[src/rtl/dcache_responder.sv]
// Direct-mapped, write-back, write-allocate data cache with an LL/SC link register.
// On halt it flushes dirty lines, then writes the net hit count to HITCNT_ADDR.
module dcache_responder #(
    parameter int unsigned SETS        = 16,
    parameter logic [31:0] HITCNT_ADDR = 32'h0000_3100
) (
    input  logic        CLK,
    input  logic        nRST,
    input  logic        halt,
    input  logic        dmemREN,
    input  logic        dmemWEN,
    input  logic        datomic,
    input  logic [31:0] dmemaddr,
    input  logic [31:0] dmemstore,
    output logic        dhit,
    output logic [31:0] dmemload,
    output logic        dREN,
    output logic        dWEN,
    output logic [31:0] daddr,
    output logic [31:0] dstore,
    input  logic        dwait,
    input  logic [31:0] dload,
    output logic        flushed
);
    localparam int unsigned IDX  = $clog2(SETS);
    localparam int unsigned TAGW = 30 - IDX;

    localparam logic [2:0] IDLE  = 3'd0;
    localparam logic [2:0] WB    = 3'd1;
    localparam logic [2:0] FETCH = 3'd2;
    localparam logic [2:0] FLUSH = 3'd3;
    localparam logic [2:0] CNT   = 3'd4;
    localparam logic [2:0] DONE  = 3'd5;

    logic [2:0]      state_q, state_d;
    logic [SETS-1:0] valid_q, dirty_q;
    logic [TAGW-1:0] tag_q [SETS];
    logic [31:0]     data_q [SETS];
    logic [IDX-1:0]  fidx_q;
    logic [31:0]     hitcnt_q;
    logic            link_valid_q;
    logic [29:0]     link_addr_q;

    logic [IDX-1:0]  idx;
    logic [TAGW-1:0] tag;
    logic            is_wr, is_rd, req, sc, sc_fail, link_match, line_hit;
    logic            idle_req, hit, miss, fail_ack, flush_dirty;
    logic            unused_addr_bits;

    assign idx              = dmemaddr[IDX+1:2];
    assign tag              = dmemaddr[31:IDX+2];
    assign unused_addr_bits = ^dmemaddr[1:0];

    // WEN wins when both request strobes are high.
    assign is_wr       = dmemWEN;
    assign is_rd       = dmemREN & ~dmemWEN;
    assign req         = is_wr | is_rd;
    assign sc          = is_wr & datomic;
    assign link_match  = link_valid_q && (link_addr_q == dmemaddr[31:2]);
    assign sc_fail     = sc & ~link_match;
    assign line_hit    = valid_q[idx] && (tag_q[idx] == tag);
    assign idle_req    = (state_q == IDLE) && !halt && req;
    assign hit         = idle_req && !sc_fail && line_hit;
    assign miss        = idle_req && !sc_fail && !line_hit;
    assign fail_ack    = idle_req && sc_fail;
    assign flush_dirty = valid_q[fidx_q] & dirty_q[fidx_q];
    assign flushed     = (state_q == DONE);

    always_comb begin
        dhit     = hit | fail_ack;
        dmemload = 32'd0;
        dREN     = 1'b0;
        dWEN     = 1'b0;
        daddr    = 32'd0;
        dstore   = 32'd0;
        if (hit) begin
            dmemload = sc ? 32'd1 : data_q[idx];
        end
        case (state_q)
            WB: begin
                dWEN   = 1'b1;
                daddr  = {tag_q[idx], idx, 2'b00};
                dstore = data_q[idx];
            end
            FETCH: begin
                dREN  = 1'b1;
                daddr = {dmemaddr[31:2], 2'b00};
            end
            FLUSH: begin
                if (flush_dirty) begin
                    dWEN   = 1'b1;
                    daddr  = {tag_q[fidx_q], fidx_q, 2'b00};
                    dstore = data_q[fidx_q];
                end
            end
            CNT: begin
                dWEN   = 1'b1;
                daddr  = HITCNT_ADDR;
                dstore = hitcnt_q;
            end
            default: ;
        endcase
    end

    always_comb begin
        state_d = state_q;
        case (state_q)
            IDLE: begin
                if (halt) begin
                    state_d = FLUSH;
                end else if (miss) begin
                    state_d = (valid_q[idx] && dirty_q[idx]) ? WB : FETCH;
                end
            end
            WB:    if (!dwait) state_d = FETCH;
            FETCH: if (!dwait) state_d = IDLE;
            FLUSH: begin
                if ((!flush_dirty || !dwait) && (fidx_q == IDX'(SETS - 1))) begin
                    state_d = CNT;
                end
            end
            CNT:   if (!dwait) state_d = DONE;
            DONE:  state_d = DONE;
            default: state_d = IDLE;
        endcase
    end

    always_ff @(posedge CLK) begin
        if (!nRST) begin
            state_q      <= IDLE;
            valid_q      <= '0;
            dirty_q      <= '0;
            fidx_q       <= '0;
            hitcnt_q     <= 32'd0;
            link_valid_q <= 1'b0;
            link_addr_q  <= 30'd0;
        end else begin
            state_q <= state_d;
            if (state_q == IDLE && halt) begin
                fidx_q <= '0;
            end
            // A miss pre-decrements so the hit that follows its fill nets to zero.
            if (hit) begin
                hitcnt_q <= hitcnt_q + 32'd1;
            end else if (miss) begin
                hitcnt_q <= hitcnt_q - 32'd1;
            end
            if (hit && is_wr) begin
                data_q[idx]  <= dmemstore;
                dirty_q[idx] <= 1'b1;
            end
            if (state_q == FETCH && !dwait) begin
                data_q[idx]  <= dload;
                tag_q[idx]   <= tag;
                valid_q[idx] <= 1'b1;
                dirty_q[idx] <= 1'b0;
            end
            if (state_q == FLUSH) begin
                if (flush_dirty && !dwait) begin
                    dirty_q[fidx_q] <= 1'b0;
                end
                if (!flush_dirty || !dwait) begin
                    fidx_q <= fidx_q + IDX'(1);
                end
            end
            if (hit && is_rd && datomic) begin
                link_valid_q <= 1'b1;
                link_addr_q  <= dmemaddr[31:2];
            end else if (hit && is_wr && link_match) begin
                link_valid_q <= 1'b0;
            end
        end
    end

endmodule

[config.mk]
export PLATFORM = sky130hd
export DESIGN_NAME = dcache_responder
export DESIGN_NICKNAME = d
export VERILOG_FILES = /design/src/rtl/dcache_responder.sv
export SDC_FILE = /design/constraint.sdc
export NUM_CORES = 2
export LEC_CHECK = 0
export CORE_MARGIN = 3
export CORE_UTILIZATION = 62
export CTS_BUF_LIST = sky130_fd_sc_hd__clkbuf_16
export DETAILED_ROUTE_END_ITERATION = 8
export PLACE_DENSITY = 0.81
export SYNTH_ARGS = -nofsm -noshare
export SYNTH_HDL_FRONTEND = slang
export SYNTH_SLANG_ARGS = --single-unit
[constraint.sdc]
create_clock -name CLK -period 8.5 [get_ports CLK]
set_input_delay 1.7 -clock CLK [delete_from_list [all_inputs] [get_ports CLK]]
set_output_delay 1.7 -clock CLK [all_outputs]
set_load 0.02 [all_outputs]
==> qor.txt <==
=========================================================================================
Status                                                                       finished clean
Final worst-path cycle share                                                       0.9315
Met3 track utilization from global routing                                        0.08537
Total of warnings raised by yosys                                                       0
Wire length per cell                                                             34.47 um
Worst path slowest cell                                                      sky130_fd_sc_hd__buf_4
Int Pwr                                                                          9.806 mW
Cells on Worst Hold Path                                                                2
Required time at the endpoint of the critical path                                6800 ps
Bufs and invs on worst path                                                             4
Gate family responsible for the most delay along the worst path              buffers and inverters
Most common cell after layout, fill and taps aside                           sky130_fd_sc_hd__edfxtp_1
Endpoint with the worst hold slack                                             dirty_q[8]
Number of buffers created by CTS                                                      103
Number of register bits inferred by synthesis                                        1030
Number of remaining DRC errors                                                          0
Worst IR Drop VDD                                                             0.0002081 V
Via count                                                                           31730
Post-layout total power                                                          13.78 mW
Reg-to-reg endpoint                                                          hitcnt_q[12]
Max Clk Rate                                                                   0.1263 GHz
Total Die Area                                                                  85780 um2
Worst slew margin relative to its limit                                            0.1433
Worst clock skew                                                                 40.60 ps
Critical path capture point type                                              output port
Switching power as a share of total power                                          0.2884
Commonest non-fill, non-tap cells in the layout                              sky130_fd_sc_hd__edfxtp_1, sky130_fd_sc_hd__mux4_2, sky130_fd_sc_hd__clkdlybuf4s50_1, sky130_fd_sc_hd__nor2_1, sky130_fd_sc_hd__clkbuf_16
DR vias/cell                                                                        7.463
Vias in the first global route                                                      32670
Number of pins with negative max-slew slack in the final report                         0
Layer with the highest usage                                                         met2
First drt pass iteration count                                                          5
Arrival time at the worst endpoint                                                6220 ps
Commonest register cell after synthesis                                      sky130_fd_sc_hd__edfxtp_1
Clock-pin slew of the registers on the worst-case setup and hold paths              70 ps
MaxCap Viol Count                                                                       0
Die boundary height                                                              292.9 um
Num rows                                                                              104
Slew at the pin closest to its max-slew limit                                     1285 ps
GP Congestion                                                                      0.8896
RSZ-0062 raised after global routing                                                   no
Number of synthesized flops with an enable pin                                        928
Min cycle time layout                                                             7917 ps
Half-perimeter wire length of the detailed placement result                      82820 um
Total of cells resized after clock tree synthesis                                       0
Unique cell type count in the Yosys netlist                                            76
Core occupancy in the finished layout                                              0.7166
Met2 GRT Util                                                                      0.5400
Final number of hold-violating endpoints                                                0
H-tree lvl count                                                                        3
Share of total power in the clock network                                           0.349
Wire length of the first global-routing pass                                    217100 um
Number of antenna violations at the first check in global routing                       4
Remaining global-route overflow                                                         0
Area Overhead vs Synth                                                             13.86%
Startpoint kind of the worst setup timing path                               primary input
Worst reg2reg startpoint                                                     tag_q[11][18]
Met1 global-route usage                                                            0.4800
Pwr Density                                                                  237.2 nW/um2
Setup TNS after final layout                                                         0 ps
Worst reg-to-reg path cell count                                                       18
Final-stage net count                                                                3235
Core Footprint                                                                  81070 um2
Effective utilization at floorplan                                                 0.6294
Psw                                                                              3.973 mW
Biggest fanout along the worst timing path                                             52
Gate Count Post-Synth                                                                2911
Hold path start                                                                dirty_q[8]
Buffers from clock root to sink, at most                                                3
Setup-failing EPs final                                                                 0
# hold bufs at CTS                                                                      0
Sequential cell area fraction in the yosys report                                  0.5862
Number of top-level pins                                                              203
Clock root cell                                                              sky130_fd_sc_hd__clkbuf_16
Layout cells sized above 1                                                         0.2867
Worst slack on hold paths                                                        495.0 ps
Proportion of register bits with asynchronous set or reset after synthesis              0
Die W                                                                            292.9 um
Source-to-sink clock delay at the later pin of the worst-skew pair                 690 ps
Comb pwr share                                                                      0.230
Total of buffers placed on input and output ports                                     198
Cell Area, Synth                                                                51020 um2
List of cells traversed by the critical path                                 buf_8 > buf_4 > mux4_2 > mux4_1 > or3b_2 > nor3_1 > and4b_1 > nand3_2 > a21oi_4 > buf_12 > and2_1 > clkdlybuf4s50_1
DRT iter0 DRCs                                                                       4693
Sequential Power Share                                                              0.421
Category of the most critical setup path                                     primary input to output port
Final wirelength                                                                146600 um
Path type of the worst min-delay path                                        flop to flop
Clock tree from TritonCTS                                                             yes
Total global routing track utilization                                             0.3473
Detail Route Antenna Nets                                                               0
Post-CTS Setup Inserts                                                                  0
Syn_area_per_cell                                                               17.53 um2
Leakage power figure                                                             18.44 nW
Largest net degree at the start of global routing                                      77
Worst stage delay on the critical path                                             750 ps
Setup slack of the most critical reg-to-reg path                                  2420 ps
Total clock sinks                                                                    1030
=========================================================================================
==> sequential cells by signal, summed over array words and instances, names as in the netlist <==
signal and cells:
link_addr_q 30, data_q 512, tag_q 416, hitcnt_q 32, fidx_q 4, dirty_q 16
state_q 3, link_valid_q 1, valid_q 16
==> worst min-delay path, delay by kind of cell (launching register included) <==
kind	cells	cell delay, ps
AO/OA/AOI/OAI	1	50
buffers and inverters	1	70
flip-flops	1	330
==> layer usage <==
| layer | up-vias | routed length [um] |
|---|---|---|
| li1 | 12530 | - |
| met1 | 16160 | 50490 |
| met2 | 2582 | 69520 |
| met3 | 459 | 19850 |
| met4 | 2 | 6692 |
| met5 | - | 13 |
==> per-stage QoR <==
| stage | instance area, um2 | worst slack [ps] | cells |
|---|---|---|---|
| 2_1_floorplan | 51030 | 1182 | 2912 |
| 3_3_place_gp | 54490 | 699.7 | 4052 |
| 3_5_place_dp | 54490 | 628.6 | 4052 |
| 4_1_cts | 58080 | 614.2 | 4248 |
| 5_1_grt | 58090 | 407.1 | 4249 |
| 6_report | 58090 | 582.6 | 4252 |
==> cell usage after synthesis, types with 4 or more instances <==
cell type,number,area (um2)
sky130_fd_sc_hd__nand3b_1,4,30.03
sky130_fd_sc_hd__xnor2_1,51,446.7
sky130_fd_sc_hd__nand2b_1,7,43.79
sky130_fd_sc_hd__ha_1,34,425.4
sky130_fd_sc_hd__nor4_1,21,131.4
sky130_fd_sc_hd__a21boi_0,6,45.04
sky130_fd_sc_hd__buf_6,9,101.4
sky130_fd_sc_hd__and2_1,40,250.2
sky130_fd_sc_hd__dfxtp_1,102,2042
sky130_fd_sc_hd__nor2_1,137,514.2
sky130_fd_sc_hd__a211oi_1,32,240.2
sky130_fd_sc_hd__a22oi_1,48,360.4
sky130_fd_sc_hd__o211ai_1,9,67.56
sky130_fd_sc_hd__a31oi_1,7,43.79
sky130_fd_sc_hd__nand4_1,10,62.56
sky130_fd_sc_hd__a221o_1,19,190.2
sky130_fd_sc_hd__o31ai_1,5,37.54
sky130_fd_sc_hd__mux2_2,37,416.7
sky130_fd_sc_hd__mux4_2,556,12520
sky130_fd_sc_hd__buf_4,10,75.07
sky130_fd_sc_hd__xor2_1,39,341.6
sky130_fd_sc_hd__o21a_1,40,300.3
sky130_fd_sc_hd__edfxtp_1,928,27870
sky130_fd_sc_hd__inv_1,63,236.5
sky130_fd_sc_hd__clkbuf_1,127,476.7
sky130_fd_sc_hd__nor2b_1,32,200.2
sky130_fd_sc_hd__nand2_1,70,262.8
sky130_fd_sc_hd__a21o_1,17,127.6
sky130_fd_sc_hd__mux4_1,7,183.9
sky130_fd_sc_hd__and3_1,8,50.05
sky130_fd_sc_hd__o21ai_0,88,440.4
sky130_fd_sc_hd__buf_2,43,215.2
sky130_fd_sc_hd__a21oi_1,58,290.3
sky130_fd_sc_hd__nor3_1,18,90.09
sky130_fd_sc_hd__mux2i_1,99,991.0
sky130_fd_sc_hd__a2111oi_0,4,35.03
sky130_fd_sc_hd__nand3_1,33,165.2
sky130_fd_sc_hd__or3_1,7,43.79
sky130_fd_sc_hd__buf_1,31,116.4
==> area by class of cell <==
| cell class | count | area, um2 |
|---|---|---|
| sequential | 1030 | 29920 |
| fill | 4756 | 22970 |
| multi-input combinational | 1594 | 20150 |
| timing repair buffer | 302 | 2845 |
| clock buffer | 104 | 2603 |
| tap | 1060 | 1326 |
| clock inverter | 92 | 993.5 |
| inverter | 66 | 250.2 |
| antenna | 4 | 10.01 |
==> cells by family after synthesis <==
group / share of synthesized area
multiplexers: 0.2770
flip-flops: 0.5862
other: 0.00007349
XOR/XNOR: 0.01545
AND/OR/NAND/NOR: 0.03906
buffers and inverters: 0.02472
adder cells (fa/ha/maj): 0.008730
AO/OA/AOI/OAI: 0.04875
==> power groups by stage <==
stage / clock network, mW / logic, mW / registers (mW)
after global placement: 0 / 2.97 / 5.90
final: 4.80 / 3.17 / 5.81
after global routing: 5.01 / 3.38 / 5.81
after CTS: 4.82 / 3.12 / 5.80
after floorplan: 0 / 2.14 / 5.82
after detailed placement: 0 / 3.06 / 5.91
==> worst max path at each step <==
stage | depth (start not counted) | endpoint | startpoint | slack [ps]
3_5_place_dp | 20 | hitcnt_q[28] | dmemaddr[3] | 630
5_1_grt | 12 | dmemload[2] | dmemaddr[3] | 410
3_3_place_gp | 13 | dmemload[31] | dmemaddr[3] | 700
6_report | 12 | dmemload[12] | dmemaddr[3] | 580
4_1_cts | 13 | dmemload[12] | dmemaddr[3] | 610
2_1_floorplan | 15 | dmemload[10] | dmemaddr[5] | 1180
(Power assumes the default switching activity.)
